**src/rtl/ultrasonic_scheduler_pkg.sv**
```systemverilog
// Shared definitions for the ultrasonic ranging scheduler: FSM encoding,
// distance conversion constants and the round-robin sensor index helper.
package ultrasonic_scheduler_pkg;

    typedef enum logic [2:0] {
        ST_IDLE,
        ST_TRIG,
        ST_WAIT_RISE,
        ST_MEASURE,
        ST_DONE,
        ST_GAP
    } state_e;

    localparam int unsigned CYC_PER_CM = 58;
    localparam int unsigned CM_MAX     = 511;

    function automatic logic [1:0] next_sel(input logic [1:0] sel, input int unsigned n_sens);
        return (sel == 2'(n_sens - 1)) ? 2'd0 : sel + 2'd1;
    endfunction

endpackage

```
**src/rtl/ultrasonic_scheduler_echo_sync.sv**
```systemverilog
// Two-flop synchronizer bringing the raw asynchronous echo lines into clk_1m.
module ultrasonic_scheduler_echo_sync #(
    parameter int unsigned WIDTH = 3
) (
    input  logic             clk_1m,
    input  logic             rst,
    input  logic [WIDTH-1:0] echo_in,
    output logic [WIDTH-1:0] echo_sync
);

    logic [WIDTH-1:0] meta_q;
    logic [WIDTH-1:0] sync_q;

    // NOTE: sequential state uses non-blocking assignments with an asynchronous
    // active-low clear in the sensitivity list, so reset never waits for a clock.
    always_ff @(posedge clk_1m or negedge rst) begin
        if (!rst) begin
            meta_q <= '0;
            sync_q <= '0;
        end else begin
            meta_q <= echo_in;
            sync_q <= meta_q;
        end
    end

    assign echo_sync = sync_q;

endmodule

```
**src/rtl/ultrasonic_scheduler.sv**
```systemverilog
// Round-robin HC-SR04 style scheduler: triggers one sensor per fixed-length
// slot, measures its echo width in centimetres and reports one result per slot.
module ultrasonic_scheduler
    import ultrasonic_scheduler_pkg::*;
#(
    parameter int unsigned N_SENS   = 3,
    parameter int unsigned TRIG_US  = 10,
    parameter int unsigned ECHO_MAX = 25000,
    parameter int unsigned SLOT_US  = 60000,
    parameter int unsigned NEAR_CM  = 20
) (
    input  logic              clk_1m,
    input  logic              rst,
    input  logic              en,
    input  logic [N_SENS-1:0] echo,
    output logic [N_SENS-1:0] trig,
    output logic              res_valid,
    output logic [1:0]        res_id,
    output logic [8:0]        res_cm,
    output logic              res_timeout,
    output logic [N_SENS-1:0] near
);

    localparam int unsigned CNT_MAX = (ECHO_MAX > TRIG_US) ? ECHO_MAX : TRIG_US;
    localparam int unsigned CNT_W   = $clog2(CNT_MAX + 1);
    localparam int unsigned SLOT_W  = $clog2(SLOT_US);

    localparam logic [CNT_W-1:0]  TRIG_LAST = CNT_W'(TRIG_US - 1);
    localparam logic [CNT_W-1:0]  ECHO_LAST = CNT_W'(ECHO_MAX - 1);
    localparam logic [SLOT_W-1:0] SLOT_LAST = SLOT_W'(SLOT_US - 1);
    localparam logic [5:0]        SUB_LAST  = 6'(CYC_PER_CM - 1);
    localparam logic [8:0]        CM_SAT    = 9'(CM_MAX);
    localparam logic [9:0]        NEAR_TH   = 10'(NEAR_CM);

    logic [N_SENS-1:0] echo_s;
    logic              echo_sel;

    state_e            state_q, state_d;
    logic [1:0]        sel_q, sel_d;
    logic [SLOT_W-1:0] slot_q, slot_d;
    logic [CNT_W-1:0]  cnt_q, cnt_d;
    logic [5:0]        sub_q, sub_d;
    logic [8:0]        cm_q, cm_d;
    logic [1:0]        res_id_q, res_id_d;
    logic [8:0]        res_cm_q, res_cm_d;
    logic              res_to_q, res_to_d;
    logic [N_SENS-1:0] near_q, near_d;
    logic              go_done;
    logic              done_to;

    ultrasonic_scheduler_echo_sync #(
        .WIDTH(N_SENS)
    ) u_echo_sync (
        .clk_1m   (clk_1m),
        .rst      (rst),
        .echo_in  (echo),
        .echo_sync(echo_s)
    );

    assign echo_sel = echo_s[sel_q];

    // NOTE: every combinational output gets a default before the case so no
    // path leaves a signal unassigned, which would otherwise infer a latch.
    always_comb begin
        state_d  = state_q;
        sel_d    = sel_q;
        slot_d   = (state_q == ST_IDLE) ? slot_q : slot_q + SLOT_W'(1);
        cnt_d    = cnt_q;
        sub_d    = sub_q;
        cm_d     = cm_q;
        res_id_d = res_id_q;
        res_cm_d = res_cm_q;
        res_to_d = res_to_q;
        near_d   = near_q;
        go_done  = 1'b0;
        done_to  = 1'b0;

        case (state_q)
            ST_IDLE: begin
                if (en) begin
                    state_d = ST_TRIG;
                    slot_d  = '0;
                    cnt_d   = '0;
                end
            end
            ST_TRIG: begin
                if (cnt_q == TRIG_LAST) begin
                    state_d = ST_WAIT_RISE;
                    cnt_d   = '0;
                end else begin
                    cnt_d = cnt_q + CNT_W'(1);
                end
            end
            ST_WAIT_RISE: begin
                // The rise cycle itself is the first counted echo cycle.
                if (echo_sel) begin
                    state_d = ST_MEASURE;
                    cnt_d   = CNT_W'(1);
                    sub_d   = 6'd1;
                    cm_d    = '0;
                end else if (cnt_q == ECHO_LAST) begin
                    go_done = 1'b1;
                    done_to = 1'b1;
                end else begin
                    cnt_d = cnt_q + CNT_W'(1);
                end
            end
            ST_MEASURE: begin
                if (!echo_sel) begin
                    go_done = 1'b1;
                end else if (cnt_q == ECHO_LAST) begin
                    go_done = 1'b1;
                    done_to = 1'b1;
                end else begin
                    cnt_d = cnt_q + CNT_W'(1);
                    if (sub_q == SUB_LAST) begin
                        sub_d = '0;
                        if (cm_q != CM_SAT) cm_d = cm_q + 9'd1;
                    end else begin
                        sub_d = sub_q + 6'd1;
                    end
                end
            end
            ST_DONE: begin
                state_d = ST_GAP;
            end
            ST_GAP: begin
                if (slot_q == SLOT_LAST) begin
                    sel_d = next_sel(sel_q, N_SENS);
                    if (en) begin
                        state_d = ST_TRIG;
                        slot_d  = '0;
                        cnt_d   = '0;
                    end else begin
                        state_d = ST_IDLE;
                    end
                end
            end
            default: state_d = ST_IDLE;
        endcase

        // Result registers load on entry to DONE so they are valid with res_valid.
        if (go_done) begin
            state_d        = ST_DONE;
            res_id_d       = sel_q;
            res_to_d       = done_to;
            res_cm_d       = done_to ? CM_SAT : cm_q;
            near_d[sel_q]  = !done_to && ({1'b0, cm_q} < NEAR_TH);
        end
    end

    always_ff @(posedge clk_1m or negedge rst) begin
        if (!rst) begin
            state_q  <= ST_IDLE;
            sel_q    <= '0;
            slot_q   <= '0;
            cnt_q    <= '0;
            sub_q    <= '0;
            cm_q     <= '0;
            res_id_q <= '0;
            res_cm_q <= '0;
            res_to_q <= 1'b0;
            near_q   <= '0;
        end else begin
            state_q  <= state_d;
            sel_q    <= sel_d;
            slot_q   <= slot_d;
            cnt_q    <= cnt_d;
            sub_q    <= sub_d;
            cm_q     <= cm_d;
            res_id_q <= res_id_d;
            res_cm_q <= res_cm_d;
            res_to_q <= res_to_d;
            near_q   <= near_d;
        end
    end

    // Decoded from the state register so reset forces all triggers low at once.
    always_comb begin
        trig = '0;
        if (state_q == ST_TRIG) trig[sel_q] = 1'b1;
    end

    assign res_valid   = (state_q == ST_DONE);
    assign res_id      = res_id_q;
    assign res_cm      = res_cm_q;
    assign res_timeout = res_to_q;
    assign near        = near_q;

endmodule
```
**config.mk**
```make
export PLATFORM = sky130hd
export DESIGN_NAME = ultrasonic_scheduler
export DESIGN_NICKNAME = d
export VERILOG_FILES = /design/src/rtl/ultrasonic_scheduler_pkg.sv /design/src/rtl/ultrasonic_scheduler_echo_sync.sv /design/src/rtl/ultrasonic_scheduler.sv
export SDC_FILE = /design/constraint.sdc
export NUM_CORES = 1
export LEC_CHECK = 0
export CELL_PAD_IN_SITES_DETAIL_PLACEMENT = 1
export CELL_PAD_IN_SITES_GLOBAL_PLACEMENT = 2
export CORE_MARGIN = 1.5
export CORE_UTILIZATION = 30
export DETAILED_ROUTE_END_ITERATION = 8
export PLACE_DENSITY = 0.75
export SLEW_MARGIN = 15
export SYNTH_ARGS = -nofsm -noshare
export SYNTH_HDL_FRONTEND = slang
export SYNTH_SLANG_ARGS = --single-unit
```
**constraint.sdc**
```tcl
create_clock -name clk_1m -period 6.1 [get_ports clk_1m]
set_input_delay 1.22 -clock clk_1m [delete_from_list [all_inputs] [get_ports clk_1m]]
set_output_delay 1.22 -clock clk_1m [all_outputs]
set_load 0.005 [all_outputs]
```
## Yosys cells after proc, flatten, opt, wreduce, memory -nomap -nowiden

Index checks and enable logic that the tools add are counted.

| operators by class | value |
|---|---|
| add/sub/neg operators | 5 |
| order comparisons | 3 |
| reductions and logical operators | 11 |
| equality and inequality tests | 22 |
| mux-type cells | 43 |

Operators with widths:

| operator | count |
|---|---|
| two-way mux 15 bit | 6 |
| one-hot mux 15 bit (5 select lines) | 1 |
| two-way mux 9 bit | 6 |
| two-way mux 16 bit | 3 |
| one-hot mux 16 bit (2 select lines) | 1 |
| two-way mux 6 bit | 4 |
| two-way mux 3 bit | 6 |
| one-hot mux 3 bit (6 select lines) | 1 |
| one-hot mux 9 bit (2 select lines) | 1 |
| adder 16 x 1 -> 16 bit, second input constant | 1 |
| == test 16 bit, second input constant | 1 |
| adder 15 x 1 -> 15 bit, second input constant | 1 |
| == test 15 bit, second input constant | 1 |
| == test 15 x 4 -> 1 bit, second input constant | 1 |
| != test 2 bit, second input constant | 7 |
| != test 3 bit, second input constant | 4 |
| one-hot mux 6 bit (2 select lines) | 1 |
| adder 9 x 1 -> 9 bit, second input constant | 1 |
| < comparator 9 x 5 -> 1 bit, second input constant | 1 |
| != test 9 bit, second input constant | 1 |
| two-way mux 1 bit | 7 |
| adder 6 x 1 -> 6 bit, second input constant | 1 |
| == test 3 x 2 -> 1 bit, second input constant | 2 |
| == test 3 bit, second input constant | 2 |
| other kinds (21) | 23 |

| word-level totals | value |
|---|---|
| bits of input ports | 6 |
| bits in registers | 72 |
| logic and storage cells | 96 |

## Longest topological paths before layout

Gate-level depths: netlist of the first run.

| depth | value |
|---|---|
| word-level depth | 7 |
| depth in mapped cells | 9 |
| mapped depth without buffers | 8 |

## Hierarchy

A second synthesis of the first run with hierarchy kept.

| second synthesis, totals | value |
|---|---|
| cell total of the unflattened synthesis | 407 |
| area total of the unflattened synthesis | 3787.4 µm² |

Modules (own cells, without submodules):

| module | instances | cells an instance | area each (µm²) |
|---|---|---|---|
| ultrasonic_scheduler | 1 | 401 | 3637.2 |
| ultrasonic_scheduler_echo_sync | 1 | 6 | 150.1 |

## Worst setup path before layout of the first run

No wires, ideal clock.

| timing path | value |
|---|---|
| kind | register to output |
| from | reg state_q[2] |
| to | out trig[2] |
| slack | 3663 ps |
| arrival | 1217 ps |
| data required time | 4880 ps |
| path buffers | 1 |
| stages on the path, launching flop included | 4 |
| cell sequence | dfrtp_1 or3b_2 clkbuf_1 nor3b_1 |

| on the way | value |
|---|---|
| word-level cells in the longest chain between the ends | 2 |

RTL lines:

| what | RTL line | RTL |
|---|---|---|
| start, declared | ultrasonic_scheduler.sv:38 | `state_e state_q, state_d;` |
| start signal, assigned | ultrasonic_scheduler.sv:165 | `state_q <= state_d;` |
| == test 3 x 1 -> 1 bit | ultrasonic_scheduler.sv:181 | `if (state_q == ST_TRIG) trig[sel_q] = 1'b1;` |
| two-way mux 3 bit | ultrasonic_scheduler.sv:181 |  |
| end, declared | ultrasonic_scheduler.sv:16 | `output logic [N_SENS-1:0] trig,` |

Every way passes these cells.

## Worst setup path after layout of the first run

| timing path | value |
|---|---|
| from | reg state_q[0] |
| to | out trig[2] |

Same word-level chain as after synthesis.

==> flow_metrics.env, run 1 <==
export IMPL_start_kind="register"
export IMPL_synthMuxAreaShare_pct=3.427
export IMPL_core_rowCount=40
export IMPL_synth_async_reset_ratio_pct=100.0
export IMPL_grt_pass1_vias=3251
export IMPL_drtIter0Drc=190
export IMPL_clkPwrFrac_pct=25.8
export IMPL_finClkSkew_ps=5.896
export IMPL_holdPathEnd="u_echo_sync.echo_sync[1]"
export IMPL_initial_utilization_pct=31.22
export IMPL_grt_max_degree=73
export IMPL_clk_pin_slew_ps=60
export IMPL_seq_area_sq_um=1802
export IMPL_holdPathStages=0
export IMPL_status="finished clean"
export IMPL_synth_top_area_cell="dfrtp_1"
export IMPL_power_density_nw_per_um2=430.7
export IMPL_cellLeakagePower_uw=0.001748
export IMPL_fmax_mhz=286.3
export IMPL_cts_tree="built"
export IMPL_die_area_sq_um=13340
export IMPL_nFillCells=1360
export IMPL_clk_latency_ps=330
export IMPL_ant_nets=0
export IMPL_p_comb_share_pct=36.5
export IMPL_synth_area_leaders="dfrtp_1, nor2_1, nand2_1"
export IMPL_yosys_warnings=0
export IMPL_viasPerCell=5.359
export IMPL_h_tree_depth=3
export IMPL_ioPinCount=25
export IMPL_hold_violations=0
export IMPL_dr_pass1_iters=4
export IMPL_period_minus_slack_ps=3493
export IMPL_final_cell_count_no_fill=576
export IMPL_drt_wl_total_mm=9.741
export IMPL_max_vdd_ir_drop_mv=0.1410
export IMPL_r2r_cells=5
export IMPL_rsz0062_at_grt="false"
export IMPL_synth_fa_ha_area_share_pct=2.306
export IMPL_yosys_area_share_xor_xnor_pct=3.460
export IMPL_finalInstanceArea_sq_um=4452
export IMPL_hp_class="register to register"
export IMPL_synth_edf_count=0
export IMPL_tightestPinTransition_ps=1036
export IMPL_slew_headroom_pct=30.78
export IMPL_cts_root_buf="clkbuf_16"
export IMPL_yosysSeqAreaShare_pct=47.45
export IMPL_synth_compound_area_share_pct=17.79
export IMPL_nets=416
export IMPL_rrSetupSlack_ps=3300
export IMPL_grt_usage_pct=15.93
export IMPL_postCtsSetupBuffers=0
export IMPL_p_switching_uw=753.0
export IMPL_synth_main_ff_cell="dfrtp_1"
export IMPL_core_region_area_sq_um=12160
export IMPL_numClockSinks=72
export IMPL_p_sw_share_pct=39.27
export IMPL_grt_ovfl_total=0
export IMPL_layout_drive_gt1_share_pct=9.804
export IMPL_ys_seq_elements=72
export IMPL_max_clock_path_buffers=2
export IMPL_finalSetupTns_ps=0
export IMPL_maxCapViolations=0
export IMPL_drc_errors=0
export IMPL_place_area_sq_um=4169
export IMPL_synth_area_sq_um=3797
export IMPL_rr_endpoint="cnt_q[12]"
export IMPL_grt_pass1_wl_mm=16.75
export IMPL_synth_top_area_share_pct=47.45
export IMPL_crit_type="register to primary output"
export IMPL_power_frac_seq_pct=37.7
export IMPL_reg2reg_from="sel_q[1]"
export IMPL_hpwl_mm=6.774
export IMPL_n_antenna_cell=0
export IMPL_place_inst=560
export IMPL_syn2layout_area_growth_pct=17.23
export IMPL_timing_final_crit_share_pct=57.26
export IMPL_wire_per_inst_um=16.91
export IMPL_min_from="u_echo_sync.meta_q[1]"
export IMPL_syn_avg_cell_area_sq_um=9.889
export IMPL_ctsHoldBuffers=0
export IMPL_yosys_area_share_simple_pct=21.58
export IMPL_worstPathArrival_ps=2270
export IMPL_synthesis_nets=397
export IMPL_die_h_um=115.5
export IMPL_worstPathRequired_ps=4880
export IMPL_gp_congestion=0.7776
export IMPL_antenna_found_initial=0
export IMPL_cts_buffers_inserted=9
export IMPL_post_cts_resized=0
export IMPL_finalMaxSlewViolations=0
export IMPL_synth_cell_type_count=61
export IMPL_setup_viol=0
export IMPL_synthCells=384
export IMPL_die_w_um=115.5
export IMPL_vias=3087
export IMPL_power_uw=1917
export IMPL_layout_common_cells="dfrtp_1, nor2_1, nand2_1, clkdlybuf4s50_1, nand3_1"
export IMPL_port_buffers=24
export IMPL_worstPathMaxFanout=15
export IMPL_mostFrequentLayoutCell="dfrtp_1"
export IMPL_multi_input_area_sq_um=1848
export IMPL_p_int_uw=1164
export IMPL_synth_top_family_by_area="simple AND/OR/NAND/NOR gates"
export IMPL_cp_end_kind="primary output"
-- metal layers --
layer / vias up / wire length (um) / global-route usage (%)
met1: 1590 / 4749 / 21.43
li1: 1456 / - / -
met2: 35 / 4676 / 26.19
met4: 0 / 63 / 4.115
met3: 6 / 252 / 3.347
met5: - / 0 / 0
-- critical path, cell delays in order, from the launching register on --
cell and delay (ps):
dfrtp_1 590, or3b_2 590, nor3b_1 240, clkdlybuf4s50_1 530
-- power groups by stage --
stage / logic [uW] / registers, uW / clock network (uW)
2_1_floorplan: 505 / 677 / 0
3_3_place_gp: 678 / 723 / 0
3_5_place_dp: 703 / 730 / 0
4_1_cts: 703 / 723 / 511
5_1_grt: 780 / 745 / 533
6_report: 699 / 723 / 495
-- per-stage QoR --
step	utilization (%)	worst slack (ps)	hold slack [ps]
3_5_place_dp	34.28	2956	345.8
5_1_grt	36.60	2463	366.6
3_3_place_gp	34.28	2985	340.5
4_1_cts	36.60	2593	358.8
6_report	36.60	2607	352.8
2_1_floorplan	-	3663	331.2
-- how the worst max path moves through the flow --
stage	startpoint	end	slack, ps	cells after the start
global route	state_q[0]	trig[2]	2460	3
CTS	state_q[0]	trig[2]	2590	3
global placement	state_q[0]	trig[2]	2980	3
floorplan	state_q[2]	trig[2]	3660	3
detailed placement	state_q[0]	trig[2]	2960	3
finish	state_q[0]	trig[2]	2610	3
-- layout make-up --
| type | count | area share [%] |
|---|---|---|
| tap | 168 | 4.722 |
| multi-input combinational | 278 | 41.51 |
| clock buffer | 10 | 5.368 |
| inverter | 17 | 1.433 |
| timing repair buffer | 25 | 5.509 |
| sequential | 72 | 40.47 |
| clock inverter | 6 | 0.9837 |
-- Yosys cell counts (2+ instances only) --
library cell   n
dfrtp_1       72
nor2_1        31
nand2_1       30
nand3_1       20
inv_1         17
clkbuf_1      12
a21oi_1       11
o22ai_1       11
xor2_1        11
nand4_1       10
o21ai_0       10
a31oi_1        9
o22a_1         9
a211oi_1       8
nor3_1         8
o21ai_1        8
ha_1           7
or3_1          7
and3_1         6
nand2b_1       5
or2_2          5
mux2_1         4
mux2_2         4
mux2i_1        4
o211ai_1       4
o21a_1         4
o31ai_1        4
xnor2_1        4
buf_6          3
nand4b_1       3
nor3b_1        3
nor4_1         3
a211oi_2       2
and2_1         2
and4_1         2
nand3b_1       2
nor2b_1        2
or4_1          2
or4_4          2
or4b_2         2
-- kinds of logic after synthesis --
| logic type | count (synthesis) |
|---|---|
| simple gates | 151 |
| compound gates | 93 |
| flops | 72 |
| buf+inv | 34 |
| xor+xnor | 15 |
| mux | 12 |
| fa+ha+maj | 7 |
-- registers in the layout, summed over array words and instances (netlist names), 3 cells and up --
name / flops
u_echo_sync.meta_q: 3
res_cm: 9
near: 3
cm_q: 9
sub_q: 6
cnt_q: 15
u_echo_sync.echo_sync: 3
slot_q: 16
state_q: 3
(Power assumes the default switching activity.)
==> run 2, diff against run 1 <==
Clock period 6.1 ns to 3.3 ns, I/O delays scaled along.
==> run 2 against run 1 <==
Critical path depth unchanged. Critical endpoint unchanged. Final area increased by 2.1%. Clock power increased by 100%. Power increased by 94%. Largest cell class unchanged. Die area unchanged. Register-to-register slack got worse by 2700 ps. Clock-buffer cell count unchanged.
==> flow_metrics.env, run 2 (same netlist as run 1, synthesis figures left out) <==
export IMPL_status="finished clean"
export IMPL_period_minus_slack_ps=2927
export IMPL_place_inst=570
export IMPL_setup_viol=0
export IMPL_die_h_um=115.5
export IMPL_cts_tree="built"
export IMPL_path_buf_inv=1
export IMPL_rsz0062_at_grt="false"
export IMPL_p_switching_uw=1403
export IMPL_ctsHoldBuffers=0
export IMPL_hpwl_mm=6.761
export IMPL_cp_cell_sequence="or3b_2 > nor3b_1 > clkdlybuf4s50_1"
export IMPL_holdWs_ps=344.2
export IMPL_finClkSkew_ps=7.837
export IMPL_slew_headroom_pct=37.15
export IMPL_hold_violations=0
export IMPL_max_vdd_ir_drop_mv=0.3298
export IMPL_worstPathArrival_ps=2270
export IMPL_timing_final_crit_share_pct=88.70
export IMPL_layout_drive_gt1_share_pct=11.72
export IMPL_ioPinCount=25
export IMPL_layout_common_cells="dfrtp_1, nor2_1, nand2_1, clkdlybuf4s50_1, nand3_1"
export IMPL_die_area_sq_um=13340
export IMPL_maxCapViolations=0
export IMPL_drtIter0Drc=121
export IMPL_hp_class="register to register"
export IMPL_post_cts_resized=0
export IMPL_clk_latency_ps=340
export IMPL_finalMaxSlewViolations=0
export IMPL_antenna_found_initial=0
export IMPL_grt_pass1_wl_mm=17.00
export IMPL_n_antenna_cell=0
export IMPL_top_regs="slot_q: 16 flops, cnt_q: 15 flops"
export IMPL_drc_errors=0
export IMPL_die_w_um=115.5
export IMPL_power_frac_seq_pct=35.1
export IMPL_cpPeakStageDelay_ps=610
export IMPL_clkPwrFrac_pct=26.9
export IMPL_clk_pin_slew_ps=60
export IMPL_start_kind="register"
export IMPL_grt_pass1_vias=3410
export IMPL_max_clock_path_buffers=2
export IMPL_h_tree_depth=3
export IMPL_place_area_sq_um=4240
export IMPL_tightestPinTransition_ps=942.8
export IMPL_cts_buffers_inserted=9
export IMPL_dr_pass1_iters=4
export IMPL_ant_nets=0
export IMPL_power_uw=3713
export IMPL_port_buffers=24
export IMPL_mostFrequentLayoutCell="dfrtp_1"
export IMPL_core_region_area_sq_um=12160
export IMPL_largest_reg_flops=16
export IMPL_crit_family="simple AND/OR/NAND/NOR gates"
export IMPL_p_comb_share_pct=37.9
export IMPL_core_rowCount=40
export IMPL_worstPathRequired_ps=2640
export IMPL_worstPathMaxFanout=15
export IMPL_nets=426
export IMPL_grt_usage_pct=16.30
export IMPL_cts_root_buf="clkbuf_16"
export IMPL_power_density_nw_per_um2=816.7
export IMPL_grt_max_degree=73
export IMPL_cp_end_kind="primary output"
export IMPL_numClockSinks=72
export IMPL_wire_per_inst_um=16.66
export IMPL_initial_utilization_pct=31.22
export IMPL_syn2layout_area_growth_pct=19.74
export IMPL_p_int_uw=2310
export IMPL_vias=3126
export IMPL_postCtsSetupBuffers=0
export IMPL_finalSetupTns_ps=0
export IMPL_top_register="slot_q"
export IMPL_final_cell_count_no_fill=586
export IMPL_crit_slowest_cell="or3b_2"
export IMPL_p_sw_share_pct=37.79
export IMPL_crit_type="register to primary output"
export IMPL_drt_wl_total_mm=9.761
export IMPL_gp_congestion=0.7877
export IMPL_fmax_mhz=341.6
export IMPL_cellLeakagePower_uw=0.001802
export IMPL_finalInstanceArea_sq_um=4547
export IMPL_grt_ovfl_total=0
export IMPL_viasPerCell=5.334
-- run 2: layout make-up --
type / count / area [sq um]
clock buffers: 10 / 239.0
clock inverters: 6 / 67.56
fillers: 1387 / 7615
inverters: 17 / 63.81
multi-input cells: 278 / 1844
flip-flops and latches: 72 / 1802
well taps: 168 / 210.2
repair buffers: 35 / 320.3
-- run 2: final timing paths --
kind	startpoint	endpoint	slack, ps	cells past startpoint
hold / removal	u_echo_sync.meta_q[1]	u_echo_sync.echo_sync[1]	340	0
setup reg to reg	cm_q[2]	cm_q[6]	600	8
min in group asynchronous	rst	cnt_q[9]	450	1
max in group asynchronous	rst	cnt_q[8]	2220	1
setup / recovery	state_q[2]	trig[2]	370	3
hold reg to reg	u_echo_sync.meta_q[1]	u_echo_sync.echo_sync[1]	340	0
-- run 2: per-stage QoR --
step | worst slack, ps | utilization, %
detailed placement | 587.8 | 34.87
floorplan | 901.9 | -
CTS | 365.4 | 37.39
finish | 372.9 | 37.39
global placement | 660.7 | 34.87
global route | 258.7 | 37.39
-- run 2: per-layer routing --
layer / up-vias / track usage (%) / part of all wire, %
li1: 1478 / - / -
met1: 1596 / 20.94 / 48
met2: 38 / 27.14 / 48
met3: 14 / 3.870 / 2.5
met4: 0 / 5.267 / 1.5
met5: - / 0 / 0
-- run 2: power groups by stage --
stage | logic, uW | clock network (uW) | registers, uW
2_1_floorplan | 933 | 0 | 1250
3_3_place_gp | 1390 | 0 | 1310
3_5_place_dp | 1420 | 0 | 1320
4_1_cts | 1430 | 1040 | 1310
5_1_grt | 1580 | 1060 | 1340
6_report | 1410 | 1000 | 1300
